===== src/rtl/regfile_pkg.sv =====
// regfile_pkg: default sizes and clear-FSM state encoding shared by the register file
package regfile_pkg;
  localparam int N_DEF = 32;
  localparam int DEPTH_DEF = 16;
  localparam int NRD_DEF = 3;
  typedef enum logic [1:0] {IDLE, CLEAR, DONE} clr_state_e;
endpackage


===== src/rtl/register_file_mp_reg_word.sv =====
// reg_word: one N-bit storage word with load enable and asynchronous reset
module reg_word
  import regfile_pkg::*;
#(
  parameter int N = N_DEF
) (
  input  logic         clk,
  input  logic         rst,
  input  logic         en_i,
  input  logic [N-1:0] d_i,
  output logic [N-1:0] q_o
);
  // Hold value unless enabled; reset clears immediately
  always_ff @(posedge clk or posedge rst)
    if (rst) q_o <= '0;
    else if (en_i) q_o <= d_i;
endmodule


===== src/rtl/register_file_mp.sv =====
// register_file_mp: multi-port register file with PC alias and bulk clear; REGFILE_BYPASS_EN enables write-to-read forwarding
module register_file_mp
  import regfile_pkg::*;
#(
  parameter int N = N_DEF,
  parameter int DEPTH = DEPTH_DEF,
  parameter int NRD = NRD_DEF,
  localparam int AW = $clog2(DEPTH)
) (
  input  logic                    clk,
  input  logic                    rst,
  input  logic                    we_a,
  input  logic [AW-1:0]           wa_a,
  input  logic [N-1:0]            wd_a,
  input  logic                    we_b,
  input  logic [AW-1:0]           wa_b,
  input  logic [N-1:0]            wd_b,
  input  logic [NRD-1:0][AW-1:0]  ra,
  output logic [NRD-1:0][N-1:0]   rd,
  input  logic [N-1:0]            pc_in,
  input  logic                    clr_req,
  output logic                    clr_busy,
  output logic                    clr_done
);
  localparam logic [AW-1:0] PC_IDX = AW'(DEPTH - 1);
  localparam logic [AW-1:0] LAST_IDX = AW'(DEPTH - 2);
  clr_state_e state_q;
  logic [AW-1:0] idx_q;
  logic busy_q, done_q;
  logic [N-1:0] words [DEPTH];
  assign clr_busy = busy_q;
  assign clr_done = done_q;
  assign words[DEPTH-1] = pc_in;
  // Stored words; the PC slot has no storage, so writes to it never match
  for (genvar j = 0; j < DEPTH - 1; j++) begin : g_word
    logic hit_a, hit_b, hit_c;
    assign hit_a = !busy_q && we_a && wa_a == AW'(j);
    assign hit_b = !busy_q && we_b && wa_b == AW'(j);
    assign hit_c = state_q == CLEAR && idx_q == AW'(j);
    reg_word #(.N(N)) u_word (
      .clk  (clk),
      .rst  (rst),
      .en_i (hit_a | hit_b | hit_c),
      .d_i  (hit_c ? '0 : hit_b ? wd_b : wd_a),
      .q_o  (words[j])
    );
  end
  // Combinational read mux; forwarding skips the PC slot and is off during a clear
  always_comb begin
    for (int i = 0; i < NRD; i++) begin
`ifdef REGFILE_BYPASS_EN
      rd[i] = (!busy_q && ra[i] != PC_IDX && we_b && wa_b == ra[i]) ? wd_b :
              (!busy_q && ra[i] != PC_IDX && we_a && wa_a == ra[i]) ? wd_a : words[ra[i]];
`else
      rd[i] = words[ra[i]];
`endif
    end
  end
  // Clear sequencer: IDLE -> CLEAR (one word per cycle) -> DONE pulse -> IDLE
  always_ff @(posedge clk or posedge rst)
    if (rst) begin
      state_q <= IDLE;
      idx_q   <= '0;
      busy_q  <= 1'b0;
      done_q  <= 1'b0;
    end else begin
      case (state_q)
        IDLE: if (clr_req) begin
          state_q <= CLEAR;
          idx_q   <= '0;
          busy_q  <= 1'b1;
        end
        CLEAR: if (idx_q == LAST_IDX) begin
          state_q <= DONE;
          done_q  <= 1'b1;
        end else idx_q <= idx_q + 1'b1;
        DONE: begin
          state_q <= IDLE;
          busy_q  <= 1'b0;
          done_q  <= 1'b0;
        end
        default: state_q <= IDLE;
      endcase
    end
endmodule

===== config.mk =====
export PLATFORM = sky130hd
export DESIGN_NAME = register_file_mp
export DESIGN_NICKNAME = d
export VERILOG_FILES = /design/src/rtl/regfile_pkg.sv /design/src/rtl/register_file_mp_reg_word.sv /design/src/rtl/register_file_mp.sv
export SDC_FILE = /design/constraint.sdc
export NUM_CORES = 2
export LEC_CHECK = 0
export BUFFER_PORTS_ARGS = -buffer_cell sky130_fd_sc_hd__buf_4
export CAP_MARGIN = 20
export CORE_UTILIZATION = 40
export CTS_CLUSTER_DIAMETER = 60
export DETAILED_ROUTE_END_ITERATION = 8
export PLACE_DENSITY = 0.55
export SKIP_CTS_REPAIR_TIMING = 1
export SLEW_MARGIN = 20
export SYNTH_ARGS = -nofsm -noshare
export SYNTH_HDL_FRONTEND = slang
export SYNTH_HIERARCHICAL = 1
export SYNTH_SLANG_ARGS = --single-unit

===== constraint.sdc =====
create_clock -name clk -period 5.6 [get_ports clk]
set_input_delay 1.12 -clock clk [delete_from_list [all_inputs] [get_ports clk]]
set_output_delay 1.12 -clock clk [all_outputs]
set_load 0.005 [all_outputs]

Word-level counts from Yosys, hierarchy flattened --
Index checks and enable logic that the tools add are counted.
Word-level totals: input port bits 121, bits in registers 488
Cells by class: multiplexer cells 49, order comparisons 3, equal/unequal tests 47, add/subtract/negate cells 1, reduce and logical (&&, ||, !) cells 59, bitwise logic cells 33
Operator list (number):
- 32-bit 2-to-1 mux | 36
- 32-bit binary-select mux with 4-bit select | 3
- 4-bit == test, second input constant | 21
- 4-bit by 3-bit == test with 1-bit output, second input constant | 12
- 1-bit logical AND | 47
- 1-bit OR | 30
- 4-bit by 2-bit == test with 1-bit output, second input constant | 6
- 5-bit >= comparator, second input constant | 3
- 4-bit inverter with 5-bit output | 3
- 4-bit by 1-bit == test with 1-bit output, second input constant | 3
- 4-bit zero test | 3
- 4-bit 2-to-1 mux | 2
- 4-bit case mux with 2 select lines | 1
- 2-bit AND reduction | 3
- 2-bit nonzero test | 3
- 4-bit by 1-bit adder with 4-bit output, second input constant | 1
- 2-bit 2-to-1 mux | 2
- 2-bit != test, second input constant | 2
- 1-bit case mux with 2 select lines | 2
- 2-bit case mux with 2 select lines | 1
- 3-bit AND reduction | 1
- 2-bit by 1-bit == test with 1-bit output, second input constant | 1
- 2-bit == test, second input constant | 1
- 2-bit zero test | 1
- other kinds (3) | 4

Logic depth before layout (Yosys ltp) --
word-level depth 5, mapped depth 9

By module --
Netlist, hierarchy kept.
By module, submodules not included:
- register_file_mp | seq. area each 200.2 sq um, cells each 2705, area an instance 20602.3 sq um, instances 1
- reg_word | seq. area each 800.8 sq um, cells each 69, area an instance 1348.8 sq um, instances 15

Least setup slack after synthesis --
No wires, ideal clock.
path kind input port to output port, from in ra[0] in the netlist's numbering, to out rd[11] in the netlist's numbering, path slack 2041 ps, cell stages on the path 5, data arrival time 2439 ps, path through buf_2 > buf_2 > mux4_2 > a22oi_1 > nand2_1
RTL lines:
- from (decl) | RTL line register_file_mp.sv:18 | input logic [NRD-1:0][AW-1:0] ra,
- to (decl) | RTL line register_file_mp.sv:19 | output logic [NRD-1:0][N-1:0] rd,

==> metrics.cfg <==
[outcome]
status=finished, final reports clean

[power_and_ir_drop]
cellPowerDensity_nw_per_um2=489.8
swShare_pct=37.16
power.switching_mw=8.204
p_total_mw=22.08
ir_drop_uv=359.9
power.share.clock_pct=20.8
p_leak_nw=17.20
combPwrFrac_pct=45.5
seqPwrFrac_pct=33.7
internal_power_mw=13.87

[route]
via_count=37520
dr.pass1.iters=6
ant_nets=0
avgRoutedWirePerCell_um=39.27
routed_via_density=7.408
drtIter0Drc=6463
wirelength_um=198900
drcViolationCount=0

[timing]
hold_viol_final=0
period_needed_ns=4.391
slew_viol_final=0
fmax_ghz=0.2277
fin_tns_setup_ns=0
skew_ns=0.02315
rsz0062_at_grt=false
tightest_slew_ns=1.203
post-route-period-util_pct=78.41
slew-limit-headroom_pct=19.66
setup_violations=0

[hold_path]
min_path_cells=1
min_to=clr_done$_DFFE_PP0P_
worstHoldStart=clr_done$_DFFE_PP0P_
hold_class=register to register

[placement]
place_congestion=0.9057
post-dp-hpwl_um=114000
port_buffers=218
dpl_cell_area_um2=42710

[yosys]
muxShareOfSynthArea_pct=38.58
synth_top_family_by_area=multiplexers
synth_top_area_share_pct=29.91
yosysWarningCount=6
synth_compound_area_share_pct=15.85
synth_xor_area_share_pct=0
synth_cell_type_count=44
yosysSeqAreaShare_pct=29.91
synthArstFlopShare_pct=100.0
synth_edf_count=0
syn_inst=3740
syn_area_per_cell_um2=10.92
synth_largest_area_cell=dfrtp_1
synthSimpleGateAreaFrac_pct=8.034
ys_seq_elements=488
synth-adder-area-share_pct=0.1226
syn_nets=3865
syn_area_um2=40830
ys.flop_type=dfrtp_1
synth_area_leaders=dfrtp_1 (30%), mux4_2 (21%), mux2_4 (17%)

[floorplanning]
initial_core_util_pct=40.60
coreArea_um2=100600
die_area_um2=103400
core.rowCount=116
chipWidth_um=321.5
dieHeight_um=321.5
pin_count=219

[setup_path]
r2r_start=clr_busy$_DFFE_PP0P_
critPathCaptureType=primary output
cp.required_ns=4.48
ff2ff_setup_slack_ns=1.98
startpoint_type=input port
crit_fanout=47
worstPathArrival_ns=3.27
worstRegToRegCells=5
r2r_end=g_word[1].u_word/q_o[11]$_DFFE_PP0P_
cp-startpoint=ra[4]
criticalPathCategory=input port to primary output

[clock_network]
cts_buffer_depth=3
cts.sinks=488
h-tree-depth=3
cts_buffers=69
cts_tree=built
clock_latency_ns=0.64
root_buffer=clkbuf_16
clk_pin_slew_ns=0.05

[global_route]
first_global_vias=36260
grt_antenna_before_repair=36
grt.overflow.total=0
groute.usage.overall_pct=38.00
grt_max_degree=129
globalRouteMet2Util_pct=53.02
use_met3_pct=14.27
busiest_layer=met2
grt_pass1_wl_um=281500
met1_usage_pct=49.03

[flow_run]
drv_cap=0

[cells_and_area]
fin_nets=3755
area_growth_pct=10.37
drive_gt1_share_pct=37.96
final_area_um2=45070

==> worst max-delay path: stages <==
cell and delay (ns):
buf_8 0.45, buf_4 0.31, mux4_2 0.51, a22oi_1 0.37, nand2_1 0.22, buf_4 0.19
==> stage by stage <==
step	utilization (%)	instances	hold slack, ns	setup WS, ns
6_report	44.81	5065	0.4916	1.209
5_1_grt	44.81	5064	0.4978	1.107
4_1_cts	44.74	5037	0.4777	1.216
3_5_place_dp	42.47	4916	0.4802	1.217
3_3_place_gp	42.44	4915	0.4741	1.215
2_1_floorplan	-	3740	0.4736	2.041
==> flip-flops by register name, summed over array words and instances (netlist names) <==
| name | flops |
|---|---|
| g_word.u_word/q_o | 480 |
| idx_q | 4 |
| state_q | 2 |
| clr_done | 1 |
| clr_busy | 1 |
==> area by class of cell <==
type / count / area (µm²)
antenna: 28 / 70.07
fill: 9310 / 55510
multi-input combinational: 2704 / 25850
clock inverter: 27 / 270.3
timing repair buffer: 346 / 2877
clock buffer: 94 / 2016
inverter: 21 / 78.83
sequential: 488 / 12210
tap: 1357 / 1698
==> cells in the mapped netlist (3+ instances only) <==
library cell  count
dfrtp_1         488
a21oi_1         483
nand3_1         480
o21ai_0         460
mux2_4          450
mux4_2          384
clkbuf_1        332
a22oi_1         199
buf_2           110
nand2_1         102
buf_12           45
mux2_2           31
o21ai_1          27
inv_1            21
buf_1            20
buf_6            17
and2_1           16
nor2_1           11
nor2b_1          10
nand2b_1          6
a221o_1           4
and4bb_2          4
ha_1              4
buf_4             3
nand4bb_1         3
nor3_1            3
==> how the worst max path moves through the flow <==
stage / endpoint / cells past startpoint
6_report: rd[35] / 6
5_1_grt: rd[73] / 7
4_1_cts: rd[73] / 7
3_5_place_dp: rd[73] / 7
3_3_place_gp: rd[73] / 7
2_1_floorplan: rd[11] / 5
==> power groups by stage <==
stage	clock network, mW	logic, mW	registers [mW]
global route	4.72	10.4	7.57
CTS	4.59	9.82	7.27
detailed placement	0	9.80	7.29
global placement	0	9.64	7.27
finish	4.59	10.1	7.44
floorplan	0	7.61	6.41
==> metal layers <==
layer / wire (µm) / up-vias
met1: 71800 / 19070
met4: 13180 / 12
met2: 84600 / 3540
met3: 29220 / 724
met5: 80 / -
li1: - / 14180
==> cells in the final DEF (no fill, tap or decap), types with 18 or more instances in the layout <==
| cell type | Yosys | routed |
|---|---|---|
| a22oi_1 | 199 | 199 |
| clkbuf_16 | 0 | 73 |
| dfrtp_1 | 488 | 488 |
| buf_12 | 45 | 18 |
| nand2_1 | 102 | 101 |
| nand3_1 | 480 | 480 |
| buf_4 | 3 | 321 |
| o21ai_1 | 27 | 27 |
| mux4_2 | 384 | 384 |
| mux2_4 | 450 | 450 |
| o21ai_0 | 460 | 453 |
| a21oi_1 | 483 | 483 |
| diode_2 | 0 | 28 |
| mux2_2 | 31 | 31 |
==> kinds of logic (layout without fill, tap and decap cells) <==
logic type,Yosys count,count (layout)
multiplexers,865,865
adder cells (fa/ha/maj),4,4
other,0,28
flip-flops,488,488
AND/OR/NAND/NOR,652,652
AO/OA/AOI/OAI,1183,1183
buffers and inverters,548,488
Note: power is estimated with default switching activity, not from simulation.
